`src/rtl/shift_sequencer_if.sv`:
```
// Decode-to-shifter request bus and the shifter's stall/result return path.
// The processor side is the master, the shift_sequencer is the slave.
interface shift_sequencer_if;
    logic        start;
    logic [5:0]  funct;
    logic [4:0]  shamt;
    logic [31:0] rs_val;
    logic [31:0] rt_val;
    logic        stall;
    logic        busy;
    logic        done;
    logic [31:0] result;
    logic        illegal;

    modport master (
        output start, funct, shamt, rs_val, rt_val,
        input  stall, busy, done, result, illegal
    );

    modport slave (
        input  start, funct, shamt, rs_val, rt_val,
        output stall, busy, done, result, illegal
    );
endinterface

```
`src/rtl/shift_sequencer.sv`:
```
// Iterative MIPS-32 shift unit: shifts at most MAX_STEP positions per cycle,
// stalls the pipeline while working and pulses done with the final result.
module shift_sequencer #(
    parameter int MAX_STEP = 8
) (
    input  logic              clk,
    input  logic              reset,
    shift_sequencer_if.slave  bus
);

    typedef enum logic [1:0] {IDLE, SHIFT, DONE} state_t;

    // Amounts never exceed 31, so a 32-wide step is the same as "all remaining".
    localparam logic [4:0] STEP_CAP = (MAX_STEP >= 32) ? 5'd31 : 5'(MAX_STEP);

    state_t      state_reg, state_next;
    logic [31:0] data_reg, data_next;
    logic [31:0] result_reg, result_next;
    logic [4:0]  remain_reg, remain_next;
    logic        left_reg, left_next;
    logic        arith_reg, arith_next;
    logic        sign_reg, sign_next;
    logic        illegal_reg, illegal_next;

    logic        is_shift;
    logic [4:0]  accept_amount;
    logic [4:0]  step;
    logic        fill;
    logic [31:0] shifted;
    logic        unused_ok;

    // Only rs_val[4:0] carries a shift amount; the rest of rs is don't-care.
    assign unused_ok = &{1'b0, bus.rs_val[31:5]};

    // Shift functs are 000xyz with yz != 01; bit 2 selects the variable form.
    assign is_shift      = (bus.funct[5:3] == 3'b000) && (bus.funct[1:0] != 2'b01);
    assign accept_amount = !is_shift     ? 5'd0 :
                           bus.funct[2]  ? bus.rs_val[4:0] : bus.shamt;

    assign step    = (remain_reg > STEP_CAP) ? STEP_CAP : remain_reg;
    assign fill    = arith_reg & sign_reg;
    assign shifted = left_reg ? (data_reg << step)
                              : ((data_reg >> step) | ({32{fill}} & ~(32'hFFFF_FFFF >> step)));

    always_ff @(posedge clk or posedge reset) begin
        if (reset) begin
            state_reg   <= IDLE;
            data_reg    <= 32'h0;
            result_reg  <= 32'h0;
            remain_reg  <= 5'd0;
            left_reg    <= 1'b0;
            arith_reg   <= 1'b0;
            sign_reg    <= 1'b0;
            illegal_reg <= 1'b0;
        end else begin
            state_reg   <= state_next;
            data_reg    <= data_next;
            result_reg  <= result_next;
            remain_reg  <= remain_next;
            left_reg    <= left_next;
            arith_reg   <= arith_next;
            sign_reg    <= sign_next;
            illegal_reg <= illegal_next;
        end
    end

    always_comb begin
        state_next   = state_reg;
        data_next    = data_reg;
        result_next  = result_reg;
        remain_next  = remain_reg;
        left_next    = left_reg;
        arith_next   = arith_reg;
        sign_next    = sign_reg;
        illegal_next = illegal_reg;

        unique case (state_reg)
            IDLE: begin
                if (bus.start) begin
                    data_next   = bus.rt_val;
                    remain_next = accept_amount;
                    left_next   = ~bus.funct[1];
                    arith_next  = bus.funct[1] & bus.funct[0];
                    sign_next   = bus.funct[1] & bus.funct[0] & bus.rt_val[31];
                    if (accept_amount == 5'd0) begin
                        state_next   = DONE;
                        result_next  = bus.rt_val;
                        illegal_next = ~is_shift;
                    end else begin
                        state_next   = SHIFT;
                    end
                end
            end
            SHIFT: begin
                data_next   = shifted;
                remain_next = remain_reg - step;
                // result is only updated on the edge that enters DONE
                if (remain_reg == step) begin
                    state_next   = DONE;
                    result_next  = shifted;
                    illegal_next = 1'b0;
                end
            end
            DONE: begin
                state_next = IDLE;
            end
            default: begin
                state_next = IDLE;
            end
        endcase
    end

    assign bus.stall   = ((state_reg == IDLE) && bus.start) || (state_reg == SHIFT);
    assign bus.busy    = (state_reg == SHIFT) || (state_reg == DONE);
    assign bus.done    = (state_reg == DONE);
    assign bus.result  = result_reg;
    assign bus.illegal = illegal_reg;

endmodule
```
`src/flat_wrapper.sv`:
```
// flat-port wrapper written by rule: the top's interface ports become plain ports
module shift_sequencer_flat 
#(
    parameter int MAX_STEP = 8
)
  (clk, reset, bus_start, bus_funct, bus_shamt, bus_rs_val, bus_rt_val, bus_stall, bus_busy, bus_done, bus_result, bus_illegal);
  shift_sequencer_if bus_i ();
  input  logic clk;
  input  logic reset;
  input wire logic [$bits(bus_i.start)-1:0] bus_start;
  input wire logic [$bits(bus_i.funct)-1:0] bus_funct;
  input wire logic [$bits(bus_i.shamt)-1:0] bus_shamt;
  input wire logic [$bits(bus_i.rs_val)-1:0] bus_rs_val;
  input wire logic [$bits(bus_i.rt_val)-1:0] bus_rt_val;
  output wire logic [$bits(bus_i.stall)-1:0] bus_stall;
  output wire logic [$bits(bus_i.busy)-1:0] bus_busy;
  output wire logic [$bits(bus_i.done)-1:0] bus_done;
  output wire logic [$bits(bus_i.result)-1:0] bus_result;
  output wire logic [$bits(bus_i.illegal)-1:0] bus_illegal;
  assign bus_i.start = bus_start;
  assign bus_i.funct = bus_funct;
  assign bus_i.shamt = bus_shamt;
  assign bus_i.rs_val = bus_rs_val;
  assign bus_i.rt_val = bus_rt_val;
  assign bus_stall = bus_i.stall;
  assign bus_busy = bus_i.busy;
  assign bus_done = bus_i.done;
  assign bus_result = bus_i.result;
  assign bus_illegal = bus_i.illegal;
  shift_sequencer #(.MAX_STEP(MAX_STEP)) u_core (.clk(clk), .reset(reset), .bus(bus_i));
endmodule
```
`config.mk`:
```
export PLATFORM = sky130hd
export DESIGN_NAME = shift_sequencer_flat
export DESIGN_NICKNAME = d
export VERILOG_FILES = /design/src/rtl/shift_sequencer_if.sv /design/src/rtl/shift_sequencer.sv /design/src/flat_wrapper.sv
export SDC_FILE = /design/constraint.sdc
export NUM_CORES = 1
export LEC_CHECK = 0
export CAP_MARGIN = 10
export CORE_UTILIZATION = 52
export CTS_CLUSTER_DIAMETER = 80
export DETAILED_ROUTE_END_ITERATION = 10
export PLACE_DENSITY = 0.79
export SYNTH_ARGS = -nofsm -noshare
export SYNTH_HDL_FRONTEND = slang
export SYNTH_SLANG_ARGS = --single-unit
```
`constraint.sdc`:
```
create_clock -name clk -period 3.4 [get_ports clk]
set_input_delay 0.85 -clock clk [delete_from_list [all_inputs] [get_ports clk]]
set_output_delay 0.85 -clock clk [all_outputs]
set_load 0.02 [all_outputs]
```
**After elaboration in Yosys (flattened, before gate mapping)**

Index checks and enable logic that the tools add are counted.

- Mux-type cells: 20
- Add/subtract/negate cells: 1
- Bitwise logic cells: 8
- Shifts and indexed selects: 3
- Reduce and logical (&&, ||, !) cells: 12
- Equal/unequal tests: 7
- Order comparisons: 1

Operators with widths:

| kind | number |
|---|---|
| 2-to-1 mux 32 bit | 5 |
| one-hot mux 32 bit (2 select lines) | 2 |
| bitwise AND 32 bit | 1 |
| inverter 32 bit | 1 |
| OR 32 bit | 1 |
| << shifter 32 x 5 -> 32 bit | 1 |
| >> shifter 32 x 5 -> 32 bit | 1 |
| >> shifter 32 x 5 -> 32 bit (first input constant) | 1 |
| 2-to-1 mux 5 bit | 4 |
| one-hot mux 5 bit (2 select lines) | 1 |
| 2-to-1 mux 2 bit | 3 |
| != test 2 x 1 -> 1 bit (second input constant) | 3 |
| AND reduction 2 bit | 3 |
| equality test 5 bit | 1 |
| greater-than comparator 5 x 4 -> 1 bit (second input constant) | 1 |
| logical NOT 5 bit | 1 |
| subtractor 5 bit | 1 |
| one-hot mux 2 bit (2 select lines) | 1 |
| AND reduction 4 bit | 1 |
| bitwise AND 1 bit | 3 |
| logical NOT 3 bit | 1 |
| 2-to-1 mux 1 bit | 3 |
| equality test 2 x 1 -> 1 bit (second input constant) | 1 |
| equality test 2 bit (second input constant) | 1 |
| other kinds (7) | 10 |

- Output and inout port bits: 36
- Logic and storage cells: 60
- Input bits: 78
- Register bits: 75

**Depth between registers and ports, before layout**

- Depth in word-level cells: 9
- Mapped depth: 11
- Mapped depth without buffers: 8

**Worst setup path after synthesis**

Ideal clock, no wire load.

- Path type: in2reg
- Start: input port bus_funct[2]
- End: register u_core.result_reg[1] (netlist: u_core.bus.result[1])
- Setup slack: 0.922 ns
- Required time: 3.279 ns
- Buffers on the path: 3
- Library setup time: 0.121 ns
- Stages on the path: 8
- Arrival time: 2.357 ns
- Path through: buf_2 or4b_1 nor3_1 nor3_1 a21o_1 buf_2 buf_2 a22o_1

- Longest elaborated chain between the ends: 5

Ends and longest elaborated chain:

| what | RTL line | text |
|---|---|---|
| start: declaration | flat_wrapper.sv:11 | `input wire logic [$bits(bus_i.funct)-1:0] bus_funct;` |
| 2-to-1 mux 5 bit | shift_sequencer.sv:38 | `bus.funct[2] ? bus.rs_val[4:0] : bus.shamt;` |
| 2-to-1 mux 5 bit | shift_sequencer.sv:37 | `assign accept_amount = !is_shift ? 5'd0 :` |
| logical NOT 5 bit | shift_sequencer.sv:85 | `if (accept_amount == 5'd0) begin` |
| != test 2 x 1 -> 1 bit (no line) | n/a |  |
| AND reduction 4 bit (no line) | n/a |  |
| end signal: assignment | shift_sequencer.sv:58 | `result_reg <= result_next;` |
| end: declaration | shift_sequencer.sv:18 | `logic [31:0] result_reg, result_next;` |

No other way between the ends.
A chain may end at the register's enable or synchronous reset.

**Final worst setup path**

- Start: input port bus_start
- End: output port bus_stall

- Longest elaborated chain between the ends: 2

Ends and longest elaborated chain:

| what | RTL line | text |
|---|---|---|
| start: declaration | flat_wrapper.sv:10 | `input wire logic [$bits(bus_i.start)-1:0] bus_start;` |
| logical AND 1 bit | shift_sequencer.sv:113 | `assign bus.stall = ((state_reg == IDLE) && bus.start) \|\| (state_reg == SHIFT);` |
| logical OR 1 bit | shift_sequencer.sv:113 |  |
| end: declaration | flat_wrapper.sv:15 | `output wire logic [$bits(bus_i.stall)-1:0] bus_stall;` |

No other way between the ends.

==> impl_metrics.env <==
export IMPL_outcome="finished clean"
export IMPL_gr_total_overflow=0
export IMPL_nNetsFinal=1030
export IMPL_n_antenna_cell=0
export IMPL_htreeDepth=3
export IMPL_grt_pass1_vias=6937
export IMPL_switching_share_pct=52.86
export IMPL_r2r_setup_slack_ns=0.76
export IMPL_slowest_delay_ns=0.60
export IMPL_arrival_ns=2.20
export IMPL_die_x_um=114.4
export IMPL_ant_nets=0
export IMPL_power_frac_seq_pct=25.6
export IMPL_cellPowerDensity_mw_per_mm2=996.0
export IMPL_netlist_area_mm2=0.006570
export IMPL_synthCells=902
export IMPL_switching_power_w=0.004154
export IMPL_place_gp_congestion=0.9705
export IMPL_cap_violations=0
export IMPL_antenna_found_initial=0
export IMPL_place_ws_ns=0.3097
export IMPL_numPortBuffers=86
export IMPL_slowest_stage="clkdlybuf4s50_1"
export IMPL_r2r_cells=7
export IMPL_p_leak_nw=2.963
export IMPL_final_layout_size_suffix_gt1_share_pct=9.234
export IMPL_synth_cell_types=73
export IMPL_yosys_area_top_type="dfrtp_1"
export IMPL_root_buffer="clkbuf_16"
export IMPL_avgSynthCellArea_um2=7.284
export IMPL_setup_violations=0
export IMPL_dieArea_mm2=0.01309
export IMPL_synth_area_leaders="dfrtp_1, o21ai_0, nand2_1"
export IMPL_drt_iter0_drc=1064
export IMPL_crit_start="bus_start"
export IMPL_max_freq_mhz=327.4
export IMPL_worst_slew_pin_slew_ns=0.6653
export IMPL_coreArea_mm2=0.01216
export IMPL_fp_row_count=40
export IMPL_fin_ws_ns=0.3452
export IMPL_rsz0062_at_grt="no"
export IMPL_min_period_ns=3.055
export IMPL_drv_slew=0
export IMPL_p_clk_share_pct=11.6
export IMPL_dpl_hpwl_um=16580
export IMPL_p_int_w=0.003705
export IMPL_post_cts_buffers=0
export IMPL_critPathCapture="bus_stall"
export IMPL_synthToLayoutAreaGrowth_pct=20.11
export IMPL_hold_violations=0
export IMPL_finalCritPeriodShare_pct=89.85
export IMPL_crit_path_start_kind="input pin"
export IMPL_required_ns=2.55
export IMPL_post_cts_resized=0
export IMPL_p_comb_share_pct=62.8
export IMPL_synth_top_area_share_pct=28.57
export IMPL_drc=0
export IMPL_async_flop_share_pct=100.0
export IMPL_clk_latency_ns=0.35
export IMPL_clockBufferDepth=2
export IMPL_dr_pass1_iters=6
export IMPL_cts_tree="built"
export IMPL_stdcell_area_mm2=0.007891
export IMPL_synth_most_common_cell="nand2_1"
export IMPL_routed_via_density=6.780
export IMPL_synth_seq_cells=75
export IMPL_track_usage_pct=37.31
export IMPL_ys_top_cells_by_count="nand2_1, o21ai_0, nor2_1"
export IMPL_grt_pass1_wl_um=37240
export IMPL_setup_tns_ns=0
export IMPL_ios=114
export IMPL_post_dp_cell_area_mm2=0.007610
export IMPL_cp_end_kind="output pin"
export IMPL_vias=7600
export IMPL_rr_endpoint="u_core.bus.result[21]$_DFFE_PP0P_"
export IMPL_worstReg2RegStart="u_core.remain_reg[4]$_DFFE_PP0P_"
export IMPL_min_path_type="flop to flop"
export IMPL_start_util_pct=54.02
export IMPL_n_fill_cell=1100
export IMPL_peakVddDrop_mv=0.5619
export IMPL_relSlewSlack_pct=55.30
export IMPL_path_class="input pin to output pin"
export IMPL_numCtsBuffers=9
export IMPL_ctsHoldBuffers=0
export IMPL_yosysWarningCount=0
export IMPL_syn_nets=984
export IMPL_fp_dieH_um=114.4
export IMPL_synth_edff_count=0
export IMPL_skew_ns=0.004679
export IMPL_clk_pin_slew_ns=0.06
export IMPL_synth_seq_area_share_pct=28.57
export IMPL_grt_max_degree=98
export IMPL_synth_ff_type="dfrtp_1"
export IMPL_clock_sinks=75
export IMPL_critPathMaxFanout=6
export IMPL_cp_cell_sequence="clkdlybuf4s50_1 > nand2_1 > nand2_1 > clkdlybuf4s50_1"
export IMPL_routedWlPerCell_um=21.21
export IMPL_drt_wl_total_um=23780
==> layer usage <==
metal,GRT usage [%],vias to the layer above,share of wire [%]
met3,7.253,95,11
met4,21.73,0,4.7
met5,0,-,0
met2,56.81,575,44
li1,-,3456,-
met1,49.38,3474,39
==> per-stage QoR <==
step | std cells | util (%) | total power [W] | hold slack, ns
floorplan | 902 | - | 0.005032 | 0.4932
global placement | 1105 | 62.57 | 0.006722 | 0.4516
detailed placement | 1105 | 62.57 | 0.006756 | 0.4612
CTS | 1121 | 64.89 | 0.007683 | 0.4758
global route | 1121 | 64.89 | 0.008274 | 0.4948
finish | 1121 | 64.89 | 0.007860 | 0.4680
==> power groups by stage <==
| stage | Clock [W] | Sequential (W) | Combinational, W |
|---|---|---|---|
| finish | 0.000912 | 0.00201 | 0.00494 |
| global route | 0.000955 | 0.00204 | 0.00528 |
| CTS | 0.000919 | 0.00196 | 0.00480 |
| detailed placement | 0 | 0.00197 | 0.00478 |
| global placement | 0 | 0.00197 | 0.00475 |
| floorplan | 0 | 0.00186 | 0.00318 |
==> worst min-delay path by stage <==
stage | cells past startpoint | slack [ns] | endpoint | from
3_5_place_dp | 2 | 0.46 | u_core.bus.illegal$_DFFE_PP0P_ | u_core.bus.illegal$_DFFE_PP0P_
5_1_grt | 2 | 0.49 | u_core.left_reg$_DFFE_PP0P_ | u_core.left_reg$_DFFE_PP0P_
4_1_cts | 2 | 0.48 | u_core.bus.illegal$_DFFE_PP0P_ | u_core.bus.illegal$_DFFE_PP0P_
3_3_place_gp | 2 | 0.45 | u_core.bus.illegal$_DFFE_PP0P_ | u_core.bus.illegal$_DFFE_PP0P_
6_report | 2 | 0.47 | u_core.bus.illegal$_DFFE_PP0P_ | u_core.bus.illegal$_DFFE_PP0P_
2_1_floorplan | 1 | 0.49 | u_core.arith_reg$_DFFE_PP0P_ | u_core.arith_reg$_DFFE_PP0P_
==> placed cells by master (no fill, tap or decap), types with 5 or more instances in the layout <==
cell type and instances:
nand2_1 126, o21ai_0 95, clkdlybuf4s50_1 86, nor2_1 81, dfrtp_1 74, a21oi_1 55, nand3_1 51, buf_4 41
o22ai_1 28, nand2b_1 23, a31oi_1 20, nor3_1 16, o31ai_1 15, nor4b_1 14, mux2i_1 12, o211ai_1 12
inv_1 11, mux2_2 10, clkbuf_16 9, o221ai_1 8, nand4_1 8, o311a_1 7, o2111ai_1 7, o21bai_1 7
a211oi_1 6, a22oi_1 6, a22o_1 6, or3_1 6, o21a_1 5, o21ai_1 5, a211o_1 5
==> logic make-up after synthesis <==
family	Yosys count	share of synthesized area (%)
AO/OA/AOI/OAI	325	32.41
adder cells (fa/ha/maj)	4	0.7618
multiplexers	22	3.542
other	1	0.05708
flip-flops	75	28.57
buffers and inverters	108	6.989
AND/OR/NAND/NOR	367	27.67
==> area by class of cell <==
cell class	instances	area, µm²	area share, %
clock inverter	5	38.79	0.4915
multi-input combinational	719	4243	53.77
inverter	13	50.05	0.6342
sequential	75	1878	23.80
clock buffer	11	242.7	3.076
tap	168	210.2	2.664
timing repair buffer	130	1229	15.57
==> worst max-delay path: cells and delay by family <==
kind / cells / cell delay [ns]
buf+inv: 2 / 1.16
simple gates: 2 / 0.20
No activity file was read; power rests on OpenSTA's default activity.
